$ cat src/rtl/button_grant_arbiter.sv
// Round-robin arbiter sharing one slow-clock output stage between N push buttons.
// Buttons are synchronized, edge-detected into pending requests, then granted for HOLD ticks each.
module button_grant_arbiter #(
  parameter int unsigned N    = 4,
  parameter int unsigned OW   = 2,
  parameter int unsigned HOLD = 3
) (
  input  logic          CLK_1hz,
  input  logic          rst,
  input  logic [N-1:0]  req_in,
  output logic [N-1:0]  grant,
  output logic [OW-1:0] owner,
  output logic          busy,
  output logic [N-1:0]  pending,
  output logic [7:0]    served_count
);

  localparam int unsigned TW = 4;
  localparam logic [TW-1:0] HOLD_LOAD = TW'(HOLD - 1);

  localparam logic [1:0] IDLE    = 2'd0;
  localparam logic [1:0] GRANT   = 2'd1;
  localparam logic [1:0] RELEASE = 2'd2;

  logic [1:0]    state, state_nxt;
  logic [N-1:0]  s1, s2, prev;
  logic [N-1:0]  rise_c, clr_c, pending_nxt;
  logic [N-1:0]  grant_nxt;
  logic [OW-1:0] owner_nxt, winner_c, scan_idx_c;
  logic          winner_found_c;
  logic          busy_nxt;
  logic [TW-1:0] timer, timer_nxt;
  logic [7:0]    served_nxt;

  assign rise_c = s2 & ~prev;

  // First pending requester after the previous owner, wrapping around.
  always_comb begin
    winner_c       = owner;
    winner_found_c = 1'b0;
    scan_idx_c     = owner;
    for (int k = 1; k <= int'(N); k++) begin
      scan_idx_c = OW'((int'(owner) + k) % int'(N));
      if (!winner_found_c && pending[scan_idx_c]) begin
        winner_c       = scan_idx_c;
        winner_found_c = 1'b1;
      end
    end
  end

  always_comb begin
    state_nxt  = state;
    grant_nxt  = grant;
    owner_nxt  = owner;
    busy_nxt   = busy;
    timer_nxt  = timer;
    served_nxt = served_count;
    clr_c      = '0;
    case (state)
      IDLE: begin
        if (winner_found_c) begin
          grant_nxt           = '0;
          grant_nxt[winner_c] = 1'b1;
          clr_c[winner_c]     = 1'b1;
          owner_nxt           = winner_c;
          busy_nxt            = 1'b1;
          timer_nxt           = HOLD_LOAD;
          served_nxt          = served_count + 8'd1;
          state_nxt           = GRANT;
        end
      end
      GRANT: begin
        if (timer != '0) begin
          timer_nxt = timer - TW'(1);
        end else begin
          grant_nxt = '0;
          busy_nxt  = 1'b0;
          state_nxt = RELEASE;
        end
      end
      RELEASE: begin
        state_nxt = IDLE;
      end
      default: begin
        grant_nxt = '0;
        busy_nxt  = 1'b0;
        state_nxt = IDLE;
      end
    endcase
    // A fresh rising edge wins over the clear of the same bit.
    pending_nxt = (pending & ~clr_c) | rise_c;
  end

  always_ff @(posedge CLK_1hz) begin
    if (!rst) begin
      s1           <= '0;
      s2           <= '0;
      prev         <= '0;
      pending      <= '0;
      grant        <= '0;
      owner        <= OW'(N - 1);
      busy         <= 1'b0;
      timer        <= '0;
      served_count <= '0;
      state        <= IDLE;
    end else begin
      s1           <= req_in;
      s2           <= s1;
      prev         <= s2;
      pending      <= pending_nxt;
      grant        <= grant_nxt;
      owner        <= owner_nxt;
      busy         <= busy_nxt;
      timer        <= timer_nxt;
      served_count <= served_nxt;
      state        <= state_nxt;
    end
  end

endmodule

$ cat config.mk
export PLATFORM = sky130hd
export DESIGN_NAME = button_grant_arbiter
export DESIGN_NICKNAME = d
export VERILOG_FILES = /design/src/rtl/button_grant_arbiter.sv
export SDC_FILE = /design/constraint.sdc
export NUM_CORES = 1
export LEC_CHECK = 0
export CORE_ASPECT_RATIO = 0.6
export CORE_UTILIZATION = 46
export DETAILED_ROUTE_END_ITERATION = 8
export PLACE_DENSITY = 0.82
export SLEW_MARGIN = 15
export SYNTH_ARGS = -nofsm -noshare
export SYNTH_HDL_FRONTEND = slang
export SYNTH_SLANG_ARGS = --single-unit
export TNS_END_PERCENT = 5
$ cat constraint.sdc
create_clock -name CLK_1hz -period 3.1 [get_ports CLK_1hz]
set_clock_uncertainty 0.05 [all_clocks]
set_input_delay 0.62 -clock CLK_1hz [delete_from_list [all_inputs] [get_ports CLK_1hz]]
set_output_delay 0.62 -clock CLK_1hz [all_outputs]
set_load 0.02 [all_outputs]
==> results.ini, run 1 <==
[logic_synthesis]
avgSynthCellArea_um2=9.53
synthCells=160
synth_area_leader_cell=dfxtp_1
syn_nets=169
synthesis.area_um2=1530
yosysSeqAreaShare_pct=48.6
synth.area.top_cells=dfxtp_1, and2_1, nand2_1, ha_1, nor2b_1
async_flop_share_pct=0
yosysMostFrequentCell=dfxtp_1
synth-main-ff-cell=dfxtp_1
yosysUniqueCellTypes=43
ys_ff_latch=37
ys_top_cells_by_count=dfxtp_1, and2_1, nand2_1, nand3_1, nor2b_1
synth_edf_count=0
synth_warnings=0
synth_top_area_share_pct=48.6

[clock_network]
clock_latency_ps=290
clk_pin_slew_ps=60
cts_tree=done
ctsResizeCount=0
h-tree-depth=2
cts_made_buffers=5
postCtsSetupRepairBufs=0
clockBufferDepth=2
cts.sinks=37
holdBufCountCts=0
cts-root-buf=clkbuf_8

[sta]
fin_crit_sh_pct=66.3
maxSlewViolCount=0
worst_pin_slew_ps=776
hold_viol_final=0
fmax_ghz=0.487
maxSlewHeadroom_pct=48.3
hold-worst-slack_ps=382
rsz0062_at_grt=false
fin_setup_tns_ps=0
setup-violations-final=0
min_period_ps=2050

[placement]
dp.cells=220
place.gp.congestion=0.845
hpwl_um=2250
port_buffers=24

[critical_path]
critPathKind=reg2out
required_ps=2430
crit_arrival_ps=1380
crit_chain=clkdlybuf4s50_1
slowest_delay_ps=650
cpMaxStageDelayCell=clkdlybuf4s50_1
endpoint_kind=output port
startpoint_type=register
worst-path-buf-inv=1
path_max_fanout=7
crit_family=buffers and inverters

[layout]
layout.nets=194
utilization_pct=62.4
area_growth_pct=22.8
fillers=248
drive_gt1_share_pct=5.41
fin_cells=227
antenna_cells=0

[power_and_ir_drop]
leakagePower_nw=0.695
p_per_area_nw_per_um2=590
peakVddDrop_mv=0.261

[die]
io_pins=25
dieArea_um2=3560
start_util_pct=50.8
die_y_um=46.6
fp-row-count=15
coreArea_um2=3000
fp.dieW_um=76.3

[routing]
drtIter0Drc=93
antenna_left=0
drc_errors=0
drt_wl_total_um=3040
vias=1235
wire_per_inst_um=13.4
firstDrtPassIters=4
vias_per_cell=5.44

[status]
status=finished, final reports clean

[grt]
grt_start_max_net_pins=23
grt_pass1_wl_um=4970
gr-total-overflow=0
antenna_found_initial=0
grt_pass1_vias=1172
grt_use_total_pct=18.9

[worst_hold_path]
hp-class=reg2reg

[run]
max-cap-violations=0

## metrics by stage
step	setup slack (ps)	total power, mW	instance area [um^2]
6_report	1050	1.10	1870
5_1_grt	974	1.16	1870
4_1_cts	1040	1.11	1870
3_5_place_dp	1040	0.782	1790
3_3_place_gp	1100	0.769	1790
2_1_floorplan	1310	0.706	1530
## worst reg2reg max path, cell delays in order (launching register included)
cell     delay (ps)
dfxtp_1         350
or4_1           670
nand2_1         440
nand2_1         200
o32ai_1         170
## power breakdown
| group | switching [mW] | internal (mW) | total (mW) |
|---|---|---|---|
| registers | 0.0303 | 0.509 | 0.540 |
| logic | 0.131 | 0.101 | 0.232 |
| clock network | 0.157 | 0.176 | 0.333 |
| total | 0.318 | 0.787 | 1.10 |
## registers in the layout (all words and copies together) (netlist names)
register      count
busy              1
grant             4
owner             2
pending           4
prev              4
s1                4
s2                4
served_count      8
state             2
timer             4
## final cells by class
| class | count | area, um^2 | share of cell area, % |
|---|---|---|---|
| Inverter | 4 | 15.0 | 0.802 |
| Tap cell | 42 | 52.6 | 2.81 |
| Clock buffer | 7 | 86.3 | 4.61 |
| Timing Repair Buffer | 25 | 248 | 13.2 |
| Multi-Input combinational cell | 112 | 731 | 39.0 |
| Sequential cell | 37 | 741 | 39.5 |
## routing by layer
layer | up-vias | routed length [um] | track usage [%]
met1 | 583 | 1410 | 21.1
met3 | 7 | 202 | 6.93
met2 | 35 | 1380 | 32.6
li1 | 610 | - | -
met4 | 0 | 58 | 11.2
met5 | - | 0 | 0
## kinds of logic (layout without fill, tap and decap cells)
logic type | Yosys count | count (layout) | synth area share [%]
AND/OR/NAND/NOR | 71 | 71 | 26.7
flip-flops | 37 | 37 | 48.6
AO/OA/AOI/OAI | 31 | 31 | 14.6
buffers and inverters | 11 | 36 | 3.53
XOR/XNOR | 6 | 6 | 3.45
adder cells (fa/ha/maj) | 3 | 3 | 2.46
multiplexers | 1 | 1 | 0.656
## final timing paths
kind,start,to,slack (ps),cells past startpoint
max,owner[1]$_SDFFE_PN1P_,owner[1],1050,1
min,s1[0]$_SDFF_PN0_,s2[0]$_SDFF_PN0_,380,1
max reg2reg,pending[3]$_SDFF_PN0_,grant[2]$_SDFFE_PN0P_,1120,4
min reg2reg,s1[0]$_SDFF_PN0_,s2[0]$_SDFF_PN0_,380,1
## cells in the final DEF, fill, tap and decap left out, drive strengths merged, types with 3 or more instances in the layout
| cell type | instances |
|---|---|
| dfxtp | 37 |
| clkdlybuf4s50 | 24 |
| and2 | 19 |
| nand2 | 14 |
| clkbuf | 7 |
| nor2b | 6 |
| nand3 | 6 |
| o21ai | 5 |
| nand2b | 5 |
| inv | 4 |
| nor2 | 4 |
| a21oi | 4 |
| o32ai | 4 |
| xnor2 | 4 |
| a21boi | 4 |
| or4 | 3 |
| ha | 3 |
No activity file was read; power rests on OpenSTA's default activity.
==> run 2: changes to the inputs <==
Clock period 3.1 ns to 2 ns, I/O delays scaled along.
==> results.ini, run 2 (synthesized netlist as in run 1, its figures left out) <==
[worst_hold_path]
hp-class=reg2reg
holdPathEnd=s2[3]$_SDFF_PN0_
hp-start=s1[3]$_SDFF_PN0_
worstHoldPathCells=1

[critical_path]
slowest_delay_ps=660
crit_chain=clkdlybuf4s50_1
reg2reg_slack_ps=220
path_max_fanout=7
crit_family=buffers and inverters
endpoint_kind=output port
crit_arrival_ps=1410
required_ps=1550
critPathKind=reg2out
cpMaxStageDelayCell=clkdlybuf4s50_1
worst-path-buf-inv=1
r2r-end=timer[1]$_SDFFE_PN0P_
rr_worst_depth=6
reg2reg_from=timer[0]$_SDFFE_PN0P_
startpoint_type=register

[sta]
maxSlewHeadroom_pct=75.5
rsz0062_at_grt=false
fmax_ghz=0.538
hold_viol_final=0
fin_setup_tns_ps=0
fin_crit_sh_pct=93.0
worst_pin_slew_ps=366
min_period_ps=1860
setup-violations-final=0
maxSlewViolCount=0

[die]
fp-row-count=15
start_util_pct=50.8
coreArea_um2=3000
io_pins=25
dieArea_um2=3560
fp.dieW_um=76.3
die_y_um=46.6

[layout]
drive_gt1_share_pct=8.47
layout.nets=197
mostFrequentLayoutCell=dfxtp_1
utilization_pct=63.7
area_growth_pct=25.4
final_cell_mix=dfxtp_1, clkdlybuf4s50_1, and2_1, nand2_1, clkbuf_8
fillers=248
antenna_cells=0
largest_register_ffs=8
final_area_um2=1910
multi_input_area_um2=733
regArea_um2=741
regMostFlops=served_count

[clock_network]
h-tree-depth=2
cts.sinks=37
postCtsSetupRepairBufs=0
clock_latency_ps=290
cts_tree=done
clockBufferDepth=2
cts_made_buffers=5
cts-root-buf=clkbuf_8
clk_pin_slew_ps=70
holdBufCountCts=0

[power_and_ir_drop]
peakVddDrop_mv=0.579
leakagePower_nw=0.720
power_mw=1.79
p_per_area_nw_per_um2=934

[grt]
grt_use_total_pct=20.3
grt_pass1_vias=1181
antenna_found_initial=0
grt_start_max_net_pins=23
gr-total-overflow=0
grt_pass1_wl_um=5270

[run]
max-cap-violations=0

[routing]
drtIter0Drc=82
wire_per_inst_um=14.6
vias_per_cell=5.43
firstDrtPassIters=4
drt_wl_total_um=3370
antenna_left=0
vias=1254
drc_errors=0

[placement]
dpl-instance-area_um2=1810
port_buffers=24
hpwl_um=2430
place.gp.congestion=0.894

[status]
status=finished, final reports clean

[run 2: metal layers]
metal | global-route usage [%] | up-vias | routed length [um]
li1 | - | 614 | -
met1 | 22.5 | 600 | 1530
met2 | 34.4 | 33 | 1550
met3 | 6.53 | 7 | 222
met4 | 15.4 | 0 | 68
met5 | 0 | - | 0
[run 2: worst max-delay path by stage]
| stage | cells after the start | start | slack [ps] | end |
|---|---|---|---|---|
| 2_1_floorplan | 5 | pending[3]$_SDFF_PN0_ | 210 | timer[1]$_SDFFE_PN0P_ |
| 3_3_place_gp | 4 | pending[1]$_SDFF_PN0_ | 260 | served_count[7]$_SDFFE_PN0P_ |
| 3_5_place_dp | 4 | pending[2]$_SDFF_PN0_ | 140 | grant[1]$_SDFFE_PN0P_ |
| 4_1_cts | 4 | pending[2]$_SDFF_PN0_ | 130 | grant[1]$_SDFFE_PN0P_ |
| 5_1_grt | 1 | owner[1]$_SDFFE_PN1P_ | 90 | owner[1] |
| 6_report | 1 | owner[1]$_SDFFE_PN1P_ | 140 | owner[1] |
[run 2: cell type report]
| type | count | share of cell area (%) |
|---|---|---|
| multi-input combinational | 112 | 38.3 |
| clock inverter | 1 | 0.262 |
| sequential | 37 | 38.7 |
| clock buffer | 7 | 5.04 |
| inverter | 4 | 0.785 |
| tap | 42 | 2.75 |
| timing repair buffer | 28 | 14.1 |
[run 2: through the flow]
| stage | hold WS, ps | instances | worst slack (ps) |
|---|---|---|---|
| 2_1_floorplan | 356 | 160 | 213 |
| 3_3_place_gp | 359 | 223 | 262 |
| 3_5_place_dp | 370 | 223 | 139 |
| 4_1_cts | 384 | 231 | 132 |
| 5_1_grt | 404 | 231 | 94.2 |
| 6_report | 385 | 231 | 141 |
[run 2: what timing repair did]
item / CTS / global route
gates resized for setup: 0 / 1
hold endpoints to repair: 0 / 0
setup endpoints to repair: 0 / 1
[run 2: power breakdown]
group / internal, mW / total (mW) / leakage (nW) / switching [mW]
Clock: 0.311 / 0.572 / 0.0542 / 0.261
Combinational: 0.168 / 0.379 / 0.363 / 0.211
Sequential: 0.789 / 0.837 / 0.302 / 0.0480
